### config.mk
export PLATFORM = sky130hd
export DESIGN_NAME = pipe_stage_reg
export DESIGN_NICKNAME = d
export VERILOG_FILES = /design/src/rtl/pipe_stage_reg.sv
export SDC_FILE = /design/constraint.sdc
export NUM_CORES = 1
export LEC_CHECK = 0
export BUFFER_PORTS_ARGS = -buffer_cell sky130_fd_sc_hd__buf_2
export CELL_PAD_IN_SITES_DETAIL_PLACEMENT = 0
export CELL_PAD_IN_SITES_GLOBAL_PLACEMENT = 1
export CORE_UTILIZATION = 42
export DETAILED_ROUTE_END_ITERATION = 8
export GPL_ROUTABILITY_DRIVEN = 1
export PLACE_DENSITY = 0.86
export SETUP_SLACK_MARGIN = 0.5
export SLEW_MARGIN = 15
export SYNTH_ARGS = -nofsm -noshare
export SYNTH_HDL_FRONTEND = slang
export SYNTH_SLANG_ARGS = --single-unit
### constraint.sdc
create_clock -name clk -period 2.1 [get_ports clk]
set_input_delay 0.42 -clock clk [delete_from_list [all_inputs] [get_ports clk]]
set_output_delay 0.42 -clock clk [all_outputs]
set_load 0.05 [all_outputs]
### src/rtl/pipe_stage_reg.sv
// -----------------------------------------------------------------------------
// pipe_stage_reg
//   Generic pipeline stage register with a valid/ready handshake, synchronous
//   flush, an optional 2-entry skid buffer and a saturating stall counter.
//   A stage built from this block can stall or be squashed without losing or
//   duplicating beats. Beats leave in arrival order, one cycle after acceptance.
//
// Parameters
//   PAYLOAD_W  payload width (concatenated stage fields)
//   RESET_VAL  payload value presented after reset or flush (e.g. NOP encoding)
//   SKID       1: two entries, o_ready registered (no i_ready->o_ready path)
//              0: one entry, o_ready = empty | i_ready (combinational)
//   CNT_W      stall counter width
//
// Ports
//   clk          in   rising-edge clock
//   rst          in   asynchronous reset, active low
//   i_flush      in   synchronous squash of all held entries (highest priority)
//   i_valid      in   upstream beat valid
//   o_ready      out  this stage can accept a beat
//   i_data       in   upstream payload
//   o_valid      out  downstream beat valid
//   i_ready      in   downstream accepts the head beat
//   o_data       out  head entry payload
//   i_cnt_clr    in   synchronous clear of the stall counter
//   o_stall_cnt  out  saturating count of cycles with o_valid=1 and i_ready=0
// -----------------------------------------------------------------------------
module pipe_stage_reg #(
  parameter int unsigned          PAYLOAD_W = 64,
  parameter logic [PAYLOAD_W-1:0] RESET_VAL = {PAYLOAD_W{1'b0}},
  parameter bit                   SKID      = 1'b1,
  parameter int unsigned          CNT_W     = 16
) (
  input  logic                 clk,
  input  logic                 rst,
  input  logic                 i_flush,
  input  logic                 i_valid,
  output logic                 o_ready,
  input  logic [PAYLOAD_W-1:0] i_data,
  output logic                 o_valid,
  input  logic                 i_ready,
  output logic [PAYLOAD_W-1:0] o_data,
  input  logic                 i_cnt_clr,
  output logic [CNT_W-1:0]     o_stall_cnt
);

  typedef enum logic [1:0] {
    ST_EMPTY = 2'b00,
    ST_ONE   = 2'b01,
    ST_TWO   = 2'b10
  } state_e;

  state_e               state_q, state_d;
  logic [PAYLOAD_W-1:0] main_q,  main_d;
  logic [PAYLOAD_W-1:0] skid_q,  skid_d;
  logic                 rdy_q,   rdy_d;
  logic [CNT_W-1:0]     cnt_q,   cnt_d;

  logic push_s;
  logic pop_s;
  logic stall_s;

  assign push_s  = i_valid & o_ready;
  assign pop_s   = o_valid & i_ready;
  assign stall_s = o_valid & ~i_ready;

  assign o_valid     = (state_q != ST_EMPTY);
  assign o_data      = main_q;
  assign o_stall_cnt = cnt_q;

  // rdy_q is low throughout reset and rises on the first edge after release.
  // With a skid buffer it is the full-registered ready; without one it only
  // gates the combinational ready so that o_ready stays low during reset.
  generate
    if (SKID) begin : g_ready_skid
      assign o_ready = rdy_q;
    end else begin : g_ready_comb
      assign o_ready = rdy_q & ((state_q == ST_EMPTY) | i_ready);
    end
  endgenerate

  // Next-state and entry update; flush overrides any push or pop.
  always_comb begin
    state_d = state_q;
    main_d  = main_q;
    skid_d  = skid_q;
    if (i_flush) begin
      state_d = ST_EMPTY;
      main_d  = RESET_VAL;
      skid_d  = RESET_VAL;
    end else begin
      case (state_q)
        ST_EMPTY: begin
          if (push_s) begin
            state_d = ST_ONE;
            main_d  = i_data;
          end else begin
            state_d = ST_EMPTY;
          end
        end
        ST_ONE: begin
          if (push_s && pop_s) begin
            state_d = ST_ONE;
            main_d  = i_data;
          end else if (push_s && SKID) begin
            // Downstream stalled: park the new beat behind the head entry.
            state_d = ST_TWO;
            skid_d  = i_data;
          end else if (pop_s) begin
            state_d = ST_EMPTY;
            main_d  = RESET_VAL;
          end else begin
            state_d = ST_ONE;
          end
        end
        ST_TWO: begin
          // o_ready is low here, so only a pop can happen.
          if (pop_s) begin
            state_d = ST_ONE;
            main_d  = skid_q;
            skid_d  = RESET_VAL;
          end else begin
            state_d = ST_TWO;
          end
        end
        default: begin
          // Unreachable encoding: fall back to a clean empty stage.
          state_d = ST_EMPTY;
          main_d  = RESET_VAL;
          skid_d  = RESET_VAL;
        end
      endcase
    end
  end

  // Ready for the next cycle is a pure function of the next state.
  always_comb begin
    if (SKID) begin
      rdy_d = (state_d != ST_TWO);
    end else begin
      rdy_d = 1'b1;
    end
  end

  // Stall counter: clear beats increment, increment saturates at all-ones.
  always_comb begin
    cnt_d = cnt_q;
    if (i_cnt_clr) begin
      cnt_d = {CNT_W{1'b0}};
    end else if (stall_s && (cnt_q != {CNT_W{1'b1}})) begin
      cnt_d = cnt_q + {{(CNT_W-1){1'b0}}, 1'b1};
    end else begin
      cnt_d = cnt_q;
    end
  end

  // State, entry, ready and counter registers with asynchronous reset.
  always_ff @(posedge clk or negedge rst) begin
    if (!rst) begin
      state_q <= ST_EMPTY;
      main_q  <= RESET_VAL;
      skid_q  <= RESET_VAL;
      rdy_q   <= 1'b0;
      cnt_q   <= {CNT_W{1'b0}};
    end else begin
      state_q <= state_d;
      main_q  <= main_d;
      skid_q  <= skid_d;
      rdy_q   <= rdy_d;
      cnt_q   <= cnt_d;
    end
  end

  pipe_stage_reg_chk #(
    .PAYLOAD_W (PAYLOAD_W),
    .SKID      (SKID)
  ) u_chk (
    .clk       (clk),
    .rst       (rst),
    .i_flush   (i_flush),
    .i_ready   (i_ready),
    .o_valid   (o_valid),
    .o_ready   (o_ready),
    .state_two (state_q == ST_TWO),
    .o_data    (o_data)
  );

endmodule

// -----------------------------------------------------------------------------
// pipe_stage_reg_chk
//   Protocol properties of pipe_stage_reg.
//   Ports: clock/reset, handshake signals, head payload and a "two entries
//   held" indication from the stage.
// -----------------------------------------------------------------------------
module pipe_stage_reg_chk #(
  parameter int unsigned PAYLOAD_W = 64,
  parameter bit          SKID      = 1'b1
) (
  input logic                 clk,
  input logic                 rst,
  input logic                 i_flush,
  input logic                 i_ready,
  input logic                 o_valid,
  input logic                 o_ready,
  input logic                 state_two,
  input logic [PAYLOAD_W-1:0] o_data
);

  // A stalled head beat stays valid and unchanged unless squashed.
  a_hold_stable: assert property (@(posedge clk) disable iff (!rst)
    (o_valid && !i_ready && !i_flush) |=> (o_valid && (o_data == $past(o_data))));

  // Without a skid buffer the second entry is never occupied.
  a_no_two: assert property (@(posedge clk) disable iff (!rst)
    (!SKID) |-> !state_two);

  // With both entries full the stage must refuse new beats.
  a_full_not_ready: assert property (@(posedge clk) disable iff (!rst)
    state_two |-> !o_ready);

endmodule

==> After elaboration in Yosys (flattened, before gate mapping) <==
Cells that the tools add are included.
{ "op_classes": {"order_cmp": 0, "reduce_logical": 7, "n_shift": 0, "n_eq_ne": 11, "bitwise": 4, "mux": 19, "add_sub_neg": 1, "mul": 0, "div_mod_pow": 0} }
{ "ops": {"columns": ["cell", "count"], "rows": [
  ["$mux W64", 8],
  ["$pmux W64 S3", 2],
  ["$mux W16", 2],
  ["$add A16 B1 Y16 const B", 1],
  ["$ne A16 B16 Y1 const B", 1],
  ["$ne A3 B3 Y1 const B", 4],
  ["$mux W2", 4],
  ["$ne A4 B4 Y1 const B", 2],
  ["$reduce_and A4 Y1", 2],
  ["$pmux W2 S3", 1],
  ["$ne A2 B2 Y1 const B", 2],
  ["$reduce_bool A2 Y1", 2],
  ["$and A1 B1 Y1", 3],
  ["$eq A2 B1 Y1 const B", 1],
  ["$eq A2 B2 Y1 const B", 1],
  ["$logic_and A1 B1 Y1", 2],
  ["$logic_not A2 Y1", 1],
  ["$mux W1", 2],
  ["$not A1 Y1", 1]
]} }
{ "totals": {"regBits": 147, "output_inout_bits": 82, "latchBits": 0, "mem_bits_ro": 0, "ram_bits": 0, "n_memories": 0, "word_cells": 47} }

==> Logic depth before layout (Yosys ltp) <==
Gate-level depths: netlist of run 1.
{ "logic_depth": {"word_depth": 8, "mapped_depth": 7, "ltp_nobuf": 5} }

==> Worst setup path before layout of run 1 <==
No wires, ideal clock.
{ "synth_path": {"path_kind": "register -> register", "start": "reg cnt_q[0], in the netlist o_stall_cnt[0]", "end": "reg cnt_q[14], in the netlist o_stall_cnt[14]", "stages_incl_launch_ff": 6, "t_required_ns": 1.973, "arrival_time_ns": 1.984, "slack_ns": -0.011, "path_buffers": 0, "cell_sequence": "dfrtp_1 -> ha_1 -> nand3_2 -> nor3_2 -> and4b_1 -> mux2_1"} }
{ "synth_via": {"elab_chain_cells": 3, "elab_cells_between_ends": 6, "cone_classes": "add/sub: 1; eq/ne: 1; mux: 2; reduce/logical: 2"} }
{ "synth_rtl": {"columns": ["item", "line", "rtl"], "rows": [
  ["start, declared", "57", "logic [CNT_W-1:0] cnt_q, cnt_d;"],
  ["start signal, assigned", "164", "cnt_q <= {CNT_W{1'b0}};"],
  ["start signal, assigned", "170", "cnt_q <= cnt_d;"],
  ["$add A16 B1 Y16 / $ne A16 B16 Y1 (equally long branches)", "151, 150", null],
  ["$mux W16 / $logic_and A1 B1 Y1 (equally long branches)", "150", "end else if (stall_s && (cnt_q != {CNT_W{1'b1}})) begin"],
  ["$mux W16 / $reduce_bool A2 Y1 (equally long branches)", null, null]
]} }
Parallel ways exist; a longest one is shown, timed or not. The select of a mux whose other input is x is not followed.
A chain may end at the register's enable or synchronous reset.

==> Final worst setup path of run 1 <==
{ "layout_path": {"start": "reg state_q[0]", "end": "out o_valid"} }
{ "layout_via": {"elab_chain_cells": 1} }
{ "layout_rtl": {"columns": ["item", "line", "rtl"], "rows": [
  ["start, declared", "53", "state_e state_q, state_d;"],
  ["start signal, assigned", "166", "state_q <= state_d;"],
  ["$reduce_bool A2 Y1", "67", "assign o_valid = (state_q != ST_EMPTY);"],
  ["end, declared", "40", "output logic o_valid,"]
]} }
Every way passes these cells.

==> results by group, run 1 <==
Clock network
  – Bufs on Longest Clock Path: 2
  – Clock root cell: clkbuf_16
  – Clk slew on worst S/H paths: ~60 ps
  – Clk_lat worst skew: 430 ps
  – CTS Sinks: about 150
  – Cts bufs inserted: 17
  – TritonCTS clock tree: yes
  – H-tree Lvls: 4

Synthesis
  – Async S/R FF share, synth: 1.000
  – Synth Area in Compound Gates: 0.1620
  – Most frequent cell after synthesis: dfrtp_1
  – Main combinational cell family by area after synthesis: compound AO/OA/AOI/OAI gates
  – Yosys warns: 0
  – Avg Cell Area, Syn: 10.23 sq um
  – Ranking of synthesized cells by area: dfrtp_1 53%, mux2i_1 9.5%, nand2_1 7.3%
  – Synthesized flop and latch total: 147
  – Ys flop type: dfrtp_1
  – Yosys top cell area share: 0.5298
  – Distinct cells, synth: a little under 50
  – Multiplexer area fraction after synthesis: 0.1000
  – Simple-gate share of the synthesized area: 0.1269
  – Cell count after synthesis: 679
  – Seq/Total Area, Yosys: 0.5298
  – Commonest cells post-synth: 147 x dfrtp_1, 135 x nand2_1, 67 x inv_1, 66 x mux2i_1, 64 x a22oi_1
  – EDFF count, synth: 0
  – Synth Net Count: 750
  – Post-Synth Adder-Cell Area: 0.001802
  – Synth Cell Area: 6943 sq um
  – Dominant cell type by area after synthesis: dfrtp_1
  – Xor/xnor share of the synthesized area: 0

Route
  – Met3 Routed Length: approximately 1.2 mm
  – WL/cell: 19.19 um
  – Max layer used: met5
  – Routed Wire Length: ~21 mm
  – Met2 wire length: ~11 mm
  – Via count: 5,932
  – Drt drc: 0
  – Vias/cell: 5.325
  – M1 WL: 9.315 mm
  – DRT Pass-1 Iters: 4
  – Routed Antenna Nets: 0
  – Initial DRC count: around 380

Die
  – I/O pin total: ~150
  – Die Ht: ~130 um
  – Row Count: 46
  – Die Wd: between 100 and 150 um
  – Die area: 17,050 sq um
  – Total core area: roughly 16,000 sq um
  – Initial Util: 0.4339

Place
  – IO Port Bufs: 151
  – Final HPWL DP: around 11 mm
  – GPL Wtd Cong: roughly 0.76
  – Dpl ws: between 200 and 250 ps

Power
  – Switching fraction of total power: 0.2964
  – Max rail drop VDD: roughly 0.62 mV
  – Combinational group share of total power: 0.223
  – Internal: 5.765 mW
  – Leak Pwr: 5.148 nW
  – P_sw: roughly 2.4 mW
  – Clock network fraction of total power: 0.394
  – Sequential share of power: 0.383
  – Total power per unit cell area: 805.7 nW/um^2

Min path
  – Hold Crit Endpoint: skid_q[57]
  – Min-delay src: i_data[57]
  – WHS Path Cells: 3
  – Hold Crit Class: input port to flop

STA
  – Max Clk Rate: roughly 0.6 GHz
  – Setup ws final: about 400 ps
  – Tcrit/Tclk final: 0.8114
  – # setup viols final: 0
  – RSZ-0062 raised after global routing: yes
  – Slew Viols, Final: 0
  – Slew headroom: 0.6844
  – Total negative slack: 0 ps
  – Min Tclk post-route: roughly 1700 ps
  – Worst Max-Slew Pin Slew: ~470 ps
  – Clock skew: 7.154 ps
  – Fin. Hold Viols: 0

Global routing
  – First-pass GRT wire length: between 20 and 30 mm
  – Vias in the first global route: roughly 5,400
  – All-layer global routing usage: 0.2254
  – Initial antenna violation count: 3
  – Gr ovfl total: 0
  – Largest net degree at the start of global routing: between 50 and 60

Layout
  – Area of the multi-input gates: 3283 sq um
  – Area growth syn-to-layout: 46.48%
  – Final nets: about 960
  – Share of cells above drive strength 1: 0.4671
  – Number of fill cells in the layout: about 1,300
  – Register area: approximately 3700 sq um

Setup path
  – FF-to-FF End: skid_q[42]
  – Worst reg-to-reg setup slack: ~410 ps
  – Data required time of the critical path: 1680 ps
  – Worst EP arrival: 1280 ps
  – Worst Path Max Fanout: 5
  – WS Path Type: flop to output port
  – RR Startpoint: state_q[0]
  – Worst reg2reg path depth: 6
  – CP Launch Type: flop
  – CP Capture Type: output port

Job
  – Max_cap viols: 0

Run status
  – Status: finished, final reports clean
-- state kept, by name (all words and copies together) (netlist names) --
| signal | count |
|---|---|
| o_stall_cnt | 16 |
| state_q | 2 |
| o_ready | 1 |
| o_data | 64 |
| skid_q | 64 |
-- cells in the final DEF, fill, tap and decap left out, drive strengths merged, types with 3 or more instances in the layout --
master	instances
nand3	6
a21oi	11
a22oi	64
or2	3
bufinv	4
nor4	3
nor2	11
or3	6
o21ai	73
clkbuf	39
nand4	7
mux2i	66
inv	67
nor3	3
mux2	3
dfrtp	147
nand2	135
buf	210
o32a	3
nor2b	5
clkinv	4
-- power groups by stage --
stage                     logic [mW]  clock network [mW]  registers (mW)
after global routing            1.93                3.39            3.16
after global placement          1.31                   0            3.15
final                           1.83                3.23            3.14
after CTS                       1.47                3.28            3.11
after detailed placement        1.33                   0            3.16
after floorplan                0.531                   0            3.52
-- kinds of logic after synthesis --
group / Yosys count
AOI/OAI and AO/OA: 160
adders and majority gates: 1
buffers and inverters: 112
DFF: 147
muxes: 69
and+or+nand+nor: 190
-- worst max-delay path by stage --
stage	startpoint	to	slack [ps]
2_1_floorplan	o_stall_cnt[4]	o_stall_cnt[14]	370
3_3_place_gp	state_q[1]	o_data[53]	260
3_5_place_dp	state_q[1]	o_data[54]	210
4_1_cts	state_q[0]	o_valid	400
5_1_grt	state_q[0]	skid_q[17]	350
6_report	state_q[0]	o_valid	400
-- cell type report --
| class | count | share of cell area |
|---|---|---|
| Antenna cell | 1 | 0.0002461 |
| Clock buffer | 21 | 0.04626 |
| Sequential cell | 147 | 0.3640 |
| Multi-Input combinational cell | 422 | 0.3228 |
| Tap cell | 216 | 0.02657 |
| Timing Repair Buffer | 230 | 0.2000 |
| Inverter | 67 | 0.02473 |
| Clock inverter | 10 | 0.01526 |
-- through the flow --
step           power [mW]  instances  hold WS [ps]  cell area, sq um  utilization
4_1_cts             7.860       1077         220.7              9070       0.5669
3_5_place_dp        4.483       1021         393.4              8044       0.5027
3_3_place_gp        4.466       1021         388.6              8044       0.5027
2_1_floorplan       4.052        679         124.4              6990            -
5_1_grt             8.482       1114         234.4             10170       0.6356
6_report            8.194       1114         236.5             10170       0.6356
-- worst max-delay path, stage by stage, from the launching register on --
cell and delay [ps]:
dfrtp_2 440, or2_4 270, buf_8 150
-- metal layers --
metal	global-route usage	vias to the layer above
met5	0	-
met1	0.2993	2918
li1	-	2761
met3	0.05171	31
met2	0.3641	218
met4	0.07505	4
-- what timing repair did --
item	4_1_cts	5_1_grt
hold endpoints to repair	43	0
gates resized for setup	29	134
hold buffers	1	0
setup endpoints to repair	134	145
setup buffers	18	13
gates cloned	6	23
pin swaps	15	93
(Power assumes the default switching activity.)
==> inputs of run 2 (changes only) <==
--- a/config.mk
+++ b/config.mk
@@ -5,10 +5,11 @@
 export SDC_FILE = /design/constraint.sdc
 export NUM_CORES = 1
 export LEC_CHECK = 0
+export ABC_AREA = 1
 export BUFFER_PORTS_ARGS = -buffer_cell sky130_fd_sc_hd__buf_2
 export CELL_PAD_IN_SITES_DETAIL_PLACEMENT = 0
 export CELL_PAD_IN_SITES_GLOBAL_PLACEMENT = 1
-export CORE_UTILIZATION = 42
+export CORE_UTILIZATION = 39
 export DETAILED_ROUTE_END_ITERATION = 8
 export GPL_ROUTABILITY_DRIVEN = 1
 export PLACE_DENSITY = 0.86
==> constraint.sdc (replaced) <==
create_clock -name clk -period 1.71 [get_ports clk]
set_input_delay 0.342 -clock clk [delete_from_list [all_inputs] [get_ports clk]]
set_output_delay 0.342 -clock clk [all_outputs]
set_load 0.05 [all_outputs]
==> run 2 against run 1 <==
The run now ends with negative setup slack left. Final cell count increased by 46%. Sequential power up 24%. Synthesized cell count rose by 67%. Register-to-register slack worse by 410 ps. Die area is 21% higher. Clock power increased by 22%. Global-route usage rose by 2.4 points. Sequential share of layout area decreased by 5.4 points. Non-clock buffer count grew 39. First-iteration DRC count increased by 29%. Cell area grew 18%. Critical path type is now flop to flop. Highest routed layer unchanged.
==> results by group, run 2 <==
Run status
  – Status: finished, violations left
  – Violated checks: negative setup slack

Clock network
  – Clk_lat worst skew: 430 ps (about the same)
  – H-tree Lvls: 4 (unchanged)
  – CTS Sinks: 147 (unchanged)
  – Bufs on Longest Clock Path: 2 (unchanged)
  – Cts bufs inserted: 17 (unchanged)
  – Clk slew on worst S/H paths: 60 ps (about the same)
  – Clock root cell: clkbuf_16
  – TritonCTS clock tree: yes

Place
  – Dpl ws: 24.65 ps (-189.0 ps)
  – Final HPWL DP: 14.54 mm (+36%)
  – GPL Wtd Cong: 0.7829 (+3.6%)
  – Placed Cells: 1,525 (+49%)
  – IO Port Bufs: 151 (unchanged)

Setup path
  – Crit-path slowest cell: dfrtp_2
  – CP Capture Type: flop
  – Data required time of the critical path: 2070 ps (+390 ps)
  – Worst Path Max Fanout: 6 (+1)
  – Crit path largest cell delay: 450 ps (about the same)
  – CP Launch Type: flop
  – WS Path Type: flop to flop
  – Critical Path, Cell by Cell: buf_6, inv_8, nor2_4, o21ai_2, nand2_2, nor3_4, buf_6, buf_12, clkbuf_16, nand2_1, nand2_1
  – Worst EP arrival: 2070 ps (+790 ps)

Global routing
  – GR peak layer: met2
  – GR Layer Usage met1: 0.3268 (+0.02747)
  – Largest net degree at the start of global routing: 65 (+10%)
  – Met2 Usage GRT: 0.4167 (+0.05256)
  – Gr ovfl total: 0 (unchanged)
  – Initial antenna violation count: 1 (-2)
  – First-pass GRT wire length: 39.08 mm (+36%)
  – All-layer global routing usage: 0.2499 (+0.02450)
  – Vias in the first global route: 7,369 (+36%)
  – GR Util met3: 0.04199 (-0.009724)

Synthesis
  – Ranking of synthesized cells by area: dfrtp_1 47%, nand2_1 28%, nand3_1 12%
  – Yosys warns: 0 (unchanged)
  – Synth Area in Compound Gates: 0.006064 (-0.1559)
  – Avg Cell Area, Syn: 6.896 sq um (-33%)
  – Dominant cell type by area after synthesis: dfrtp_1
  – Commonest cells post-synth: 577 x nand2_1, 189 x nand3_1, 147 x dfrtp_1, 88 x nor2_1, 28 x clkbuf_1
  – Seq/Total Area, Yosys: 0.4691 (-0.06070)
  – Async S/R FF share, synth: 1.000 (unchanged)
  – Most frequent cell after synthesis: nand2_1
  – Post-Synth Adder-Cell Area: 0.001596 (-0.0002065)
  – Synth Cell Area: 7841 sq um (+13%)
  – Distinct cells, synth: 27 (-45%)
  – Cell count after synthesis: 1,137 (+67%)
  – Xor/xnor share of the synthesized area: 0.003351 (+0.003351)
  – Simple-gate share of the synthesized area: 0.4615 (+0.3346)
  – Synthesized flop and latch total: 147 (unchanged)
  – EDFF count, synth: 0 (unchanged)
  – Main combinational cell family by area after synthesis: simple AND/OR/NAND/NOR gates
  – Multiplexer area fraction after synthesis: 0 (-0.1000)
  – Ys flop type: dfrtp_1
  – Synth Net Count: 1,208 (+61%)
  – Yosys top cell area share: 0.4691 (-0.06070)

Route
  – Routed Wire Length: 26.88 mm (+26%)
  – DRT Pass-1 Iters: 5 (+1)
  – Via count: 8,309 (+40%)
  – Routed Antenna Nets: 0 (unchanged)
  – WL/cell: 16.50 um (-14%)
  – Initial DRC count: 486 (+29%)
  – Drt drc: 0 (unchanged)
  – Vias/cell: 5.101 (-4.2%)

Die
  – I/O pin total: 152 (unchanged)
  – Die area: 20,680 sq um (+21%)
  – Initial Util: 0.4003 (-0.03365)
  – Total core area: 19,590 sq um (+22%)
  – Row Count: 51 (+11%)
  – Die Ht: 143.8 um (+10%)
  – Die Wd: 143.8 um (+10%)

STA
  – Clock skew: 13.55 ps (+6.391 ps)
  – Tcrit/Tclk final: 1.001
  – Min Tclk post-route: around 1700 ps
  – # setup viols final: 1 (+1)
  – Max Clk Rate: a little under 0.6 GHz
  – RSZ-0062 raised after global routing: yes
  – Slew headroom: 0.6414 (-0.04304)
  – Slew Viols, Final: 0 (unchanged)
  – Worst Max-Slew Pin Slew: 537.4 ps (+63.96 ps)
  – Setup ws final: -1.210 ps (-397.2 ps)
  – Fin. Hold Viols: 0 (unchanged)

Min path
  – Hold Crit Class: input port to flop

Layout
  – ANT cells: 0 (-1)
  – Layout Cells excl Fill: 1,629 (+46%)
  – Area growth syn-to-layout: 52.50%
  – Most frequent cells in the layout: 470 x nand2_1, 127 x dfrtp_1, 121 x buf_2
  – Share of cells above drive strength 1: 0.3827 (-0.08441)
  – Final nets: 1,422 (+49%)
  – Commonest non-fill, non-tap cell in the layout: nand2_1
  – Number of fill cells in the layout: 1,732 (+32%)

Power
  – Leak Pwr: 6.341 nW (+23%)
  – Max rail drop VDD: 0.7628 mV (+23%)
  – Total power per unit cell area: 896.2 nW/um^2 (+11%)
  – Final Power: 10.72 mW (+31%)

Job
  – Max_cap viols: 0 (unchanged)
==> run 2: timing repair <==
| item | 4_1_cts | 5_1_grt |
|---|---|---|
| gates resized for setup | 30 | 262 |
| endpoints found under the setup margin | 229 | 229 |
| gates cloned | 11 | 10 |
| pin swaps | 2 | 56 |
| hold buffers | 1 | 0 |
| endpoints found under the hold margin | 36 | 0 |
| setup buffers | 16 | 34 |
==> run 2: routing by layer <==
layer  wire [um]  share of wire  vias to the layer above
li1            -              -                     4036
met1       11550           0.43                     3926
met2       13010           0.48                      296
met3        1670          0.062                       49
met4         629          0.023                        2
met5          13        0.00048                        -
==> run 2: kinds of logic (layout without fill, tap and decap cells) <==
family          count (synthesis)  in the layout
xor+xnor                        3              3
flops                         147            147
fa+ha+maj                       1              1
compound gates                  7              7
buf+inv                        98            325
simple gates                  881            881
==> run 2: final timing paths <==
path                             from  depth (start not counted)         end  slack, ps
setup / recovery           state_q[1]                         11  o_data[55]         -1
hold / removal              i_data[8]                          5   skid_q[8]        240
setup reg to reg           state_q[1]                         11  o_data[55]         -1
hold reg to reg            o_data[53]                          2  o_data[53]        470
max in group asynchronous         rst                          3  o_data[35]        720
min in group asynchronous         rst                          2  o_data[54]        420
==> run 2: cell type report <==
cell class	instances	area, sq um	share of cell area
sequential	147	3704	0.3097
timing repair buffer	269	2609	0.2182
tap	265	331.6	0.02773
clock inverter	11	158.9	0.01329
multi-input combinational	892	4596	0.3843
clock buffer	21	450.4	0.03767
inverter	24	108.9	0.009103
==> run 2: worst max-delay path, delay by kind of cell (launching register included) <==
family                 cells  cell delay, ps
buffers and inverters      5             620
DFF                        1             450
and+or+nand+nor            5             450
AOI/OAI and AO/OA          1             120
==> run 2: through the flow <==
step	hold WS [ps]	TNS, ps	utilization	area [sq um]
6_report	239.0	-1.210	0.6104	11960
3_3_place_gp	312.2	0	0.4869	9538
2_1_floorplan	46.41	0	-	8449
3_5_place_dp	310.4	0	0.4869	9538
4_1_cts	237.9	0	0.5480	10740
5_1_grt	253.8	-1048	0.6104	11960
==> run 2: power breakdown <==
part	leakage (nW)	internal [mW]	total, mW	switching, mW
Sequential	1.95	3.72	3.90	0.172
Combinational	4.08	1.05	2.88	1.83
Clock	0.304	2.47	3.94	1.48
Total	6.34	7.24	10.7	3.48
==> inputs of run 3 (changes only) <==
--- a/config.mk
+++ b/config.mk
@@ -9,6 +9,7 @@
 export BUFFER_PORTS_ARGS = -buffer_cell sky130_fd_sc_hd__buf_2
 export CELL_PAD_IN_SITES_DETAIL_PLACEMENT = 0
 export CELL_PAD_IN_SITES_GLOBAL_PLACEMENT = 1
+export CORE_ASPECT_RATIO = 2
 export CORE_UTILIZATION = 39
 export DETAILED_ROUTE_END_ITERATION = 8
 export GPL_ROUTABILITY_DRIVEN = 1
==> run 3 against run 2 <==
The flow still finishes with violations (negative setup slack). Sequential cell count unchanged. Sequential share of layout area shrank 2.9 points. Combinational power grew 19%. Clock-buffer cell count shrank 1. Global-route usage rose by 3.7 points. First-iteration DRC count grew 5.1%. Routed wire length increased by 20%. Register-to-register slack worse by 40 ps.
==> results by group, run 3 (synthesized netlist as in run 2, its figures left out) <==
Route
  – Drt drc: 0 (unchanged)
  – Routed Antenna Nets: 0 (unchanged)
  – Max layer used: met4
  – DRT Pass-1 Iters: 5 (unchanged)
  – Via count: 9,052 (+8.9%)
  – M1 WL: 10.82 mm (-6.3%)
  – Routed Wire Length: 32.27 mm (+20%)
  – Vias/cell: 5.453 (+6.9%)
  – Met2 wire length: 16.46 mm (+26%)
  – Initial DRC count: 511 (+5.1%)
  – WL/cell: 19.44 um (+18%)
  – Met3 Routed Length: 2.246 mm (+34%)

Run status
  – Status: finished, violations left
  – Violated checks: negative setup slack

Clock network
  – Clk slew on worst S/H paths: 70 ps (about the same)
  – CTS Sinks: 147 (unchanged)
  – Cts bufs inserted: 17 (unchanged)
  – H-tree Lvls: 4 (unchanged)
  – Bufs on Longest Clock Path: 2 (unchanged)
  – Clock root cell: clkbuf_16
  – Clk_lat worst skew: 440 ps (about the same)
  – TritonCTS clock tree: yes

Place
  – Final HPWL DP: 15.33 mm (+5.4%)
  – Placed Area: 9429 sq um (-1.1%)
  – GPL Wtd Cong: 0.8263 (+5.5%)
  – IO Port Bufs: 151 (unchanged)

Setup path
  – CP Capture Type: flop
  – CP Buf/Inv Count: 5 (unchanged)
  – Top delay family on crit path: buffers and inverters
  – Crit-path slowest cell: dfrtp_2
  – Data required time of the critical path: 2080 ps (about the same)
  – Crit path largest cell delay: 440 ps (about the same)
  – Worst reg2reg path depth: 11 (unchanged)
  – WS Path Type: flop to flop
  – RR Startpoint: state_q[1]
  – Worst EP arrival: 2120 ps (+50 ps)
  – Worst Path Max Fanout: 6 (unchanged)
  – Most frequent CP cell: buf_6
  – FF-to-FF End: o_data[13]
  – Worst reg-to-reg setup slack: -40 ps (-40 ps)
  – CP Launch Type: flop
  – Critical Path, Cell by Cell: buf_6, inv_8, nor2_4, o21ai_2, nand2_2, nor3_4, buf_6, buf_6, clkbuf_16, nand2_1, nand2_1

Power
  – Final Power: 11.16 mW (+4.2%)
  – Leak Pwr: 6.933 nW (+9.3%)
  – P_sw: 3.825 mW (+9.9%)
  – Sequential share of power: 0.352 (-0.012)
  – Switching fraction of total power: 0.3427 (+0.01796)
  – Clock network fraction of total power: 0.339 (-0.029)
  – Total power per unit cell area: 845.5 nW/um^2 (-5.7%)
  – Combinational group share of total power: 0.308 (+0.040)
  – Internal: 7.337 mW (+1.4%)
  – Max rail drop VDD: 0.6906 mV (-9.5%)

STA
  – RSZ-0062 raised after global routing: yes
  – Min Tclk post-route: 1750 ps (+38.51 ps)
  – Max Clk Rate: 0.5715 GHz (-2.2%)
  – Tcrit/Tclk final: 1.023 (+0.02252)
  – Worst Hold Slack: 243.5 ps (+4.472 ps)
  – Setup ws final: -39.72 ps (-38.51 ps)
  – Fin. Hold Viols: 0 (unchanged)
  – Total negative slack: -263.1 ps (-261.9 ps)
  – Slew headroom: 0.5895 (-0.05184)
  – # setup viols final: 22 (+21)
  – Clock skew: 12.08 ps (-1.469 ps)
  – Worst Max-Slew Pin Slew: 615.7 ps (+78.35 ps)
  – Slew Viols, Final: 0 (unchanged)

Global routing
  – Gr ovfl total: 0 (unchanged)
  – First-pass GRT wire length: 44.23 mm (+13%)
  – Largest net degree at the start of global routing: 49 (-25%)
  – Initial antenna violation count: 3 (+2)
  – Vias in the first global route: 8,398 (+14%)
  – All-layer global routing usage: 0.2864 (+0.03657)

Die
  – Total core area: 19,820 sq um (+1.2%)
  – Die area: 20,710 sq um (+0.17%)
  – Initial Util: 0.3956 (-0.004649)
  – Die Ht: 202.5 um (+41%)
  – I/O pin total: 152 (unchanged)
  – Row Count: 73 (+43%)
  – Die Wd: 102.3 um (-29%)

Layout
  – Design area: 13,200 sq um (+10%)
  – Number of fill cells in the layout: 1,549 (-11%)
  – Area of the multi-input gates: 5052 sq um (+9.9%)
  – Register area: 3702 sq um (about the same)
  – Final nets: 1,453 (+2.2%)
  – Commonest non-fill, non-tap cell in the layout: nand2_1
  – Final Core Density: 0.6661 (+0.05572)
  – Area growth syn-to-layout: 68.37%
  – Most frequent cells in the layout: 379 x nand2_1, 129 x nand2_2, 128 x dfrtp_1
  – Share of cells above drive strength 1: 0.4609 (+0.07823)

Min path
  – Min-delay src: i_data[57]
  – WHS Path Cells: 5 (unchanged)
  – Hold Crit Endpoint: skid_q[57]
  – Hold Crit Class: input port to flop

Job
  – Max_cap viols: 0 (unchanged)
run 3: cell count changes in the layout (fill, tap and decap cells not counted), sizes merged:
cell    delta
inv        +2
buf       +26
bufinv     -2
clkinv     +1
clkbuf     +4
diode      +3
run 3: power groups by stage:
stage / Clock [mW] / Combinational, mW / Sequential (mW)
finish: 3.79 / 3.44 / 3.93
global route: 3.99 / 3.61 / 3.95
CTS: 3.84 / 2.55 / 3.86
detailed placement: 0 / 2.08 / 3.92
global placement: 0 / 2.07 / 3.92
floorplan: 0 / 0.927 / 4.46
run 3: worst max-delay path by stage:
stage	start	end	slack, ps	cells past startpoint
floorplan	o_stall_cnt[1]	o_stall_cnt[1]	130	10
global placement	state_q[1]	skid_q[28]	-20	6
detailed placement	state_q[1]	skid_q[0]	-50	6
CTS	state_q[0]	o_valid	10	4
global route	state_q[1]	o_data[13]	-100	11
finish	state_q[1]	o_data[13]	-40	11
run 3: cell type report:
cell class,count,share of cell area
diodes,3,0.0005686
well taps,262,0.02483
clock inverters,12,0.009951
repair buffers,300,0.2588
multi-input cells,892,0.3827
flip-flops and latches,147,0.2804
clock buffers,20,0.03459
inverters,24,0.008150
run 3: worst min-delay path, stage by stage:
cell     delay, ps
buf_2          110
nand2_1         60
nor2_1          40
nand3_2         60
nand2_1         40
run 3: what timing repair did:
item | in CTS | in global routing
gates resized for setup | 52 | 541
pin swaps | 2 | 65
setup buffers | 26 | 52
cloned | 19 | 14
hold buffers | 1 | 0
setup endpoints to repair | 228 | 229
hold endpoints to repair | 37 | 0
run 3: per-stage QoR:
stage / std cells / setup slack [ps]
floorplan: 1137 / 131.7
global placement: 1513 / -15.04
detailed placement: 1513 / -50.24
CTS: 1591 / 12.03
global route: 1658 / -97.64
finish: 1660 / -39.72
run 3: per-layer routing:
layer	track usage	vias up
met5	0	-
met4	0.1602	0
met3	0.06093	162
met2	0.4938	431
met1	0.3198	4354
li1	-	4105
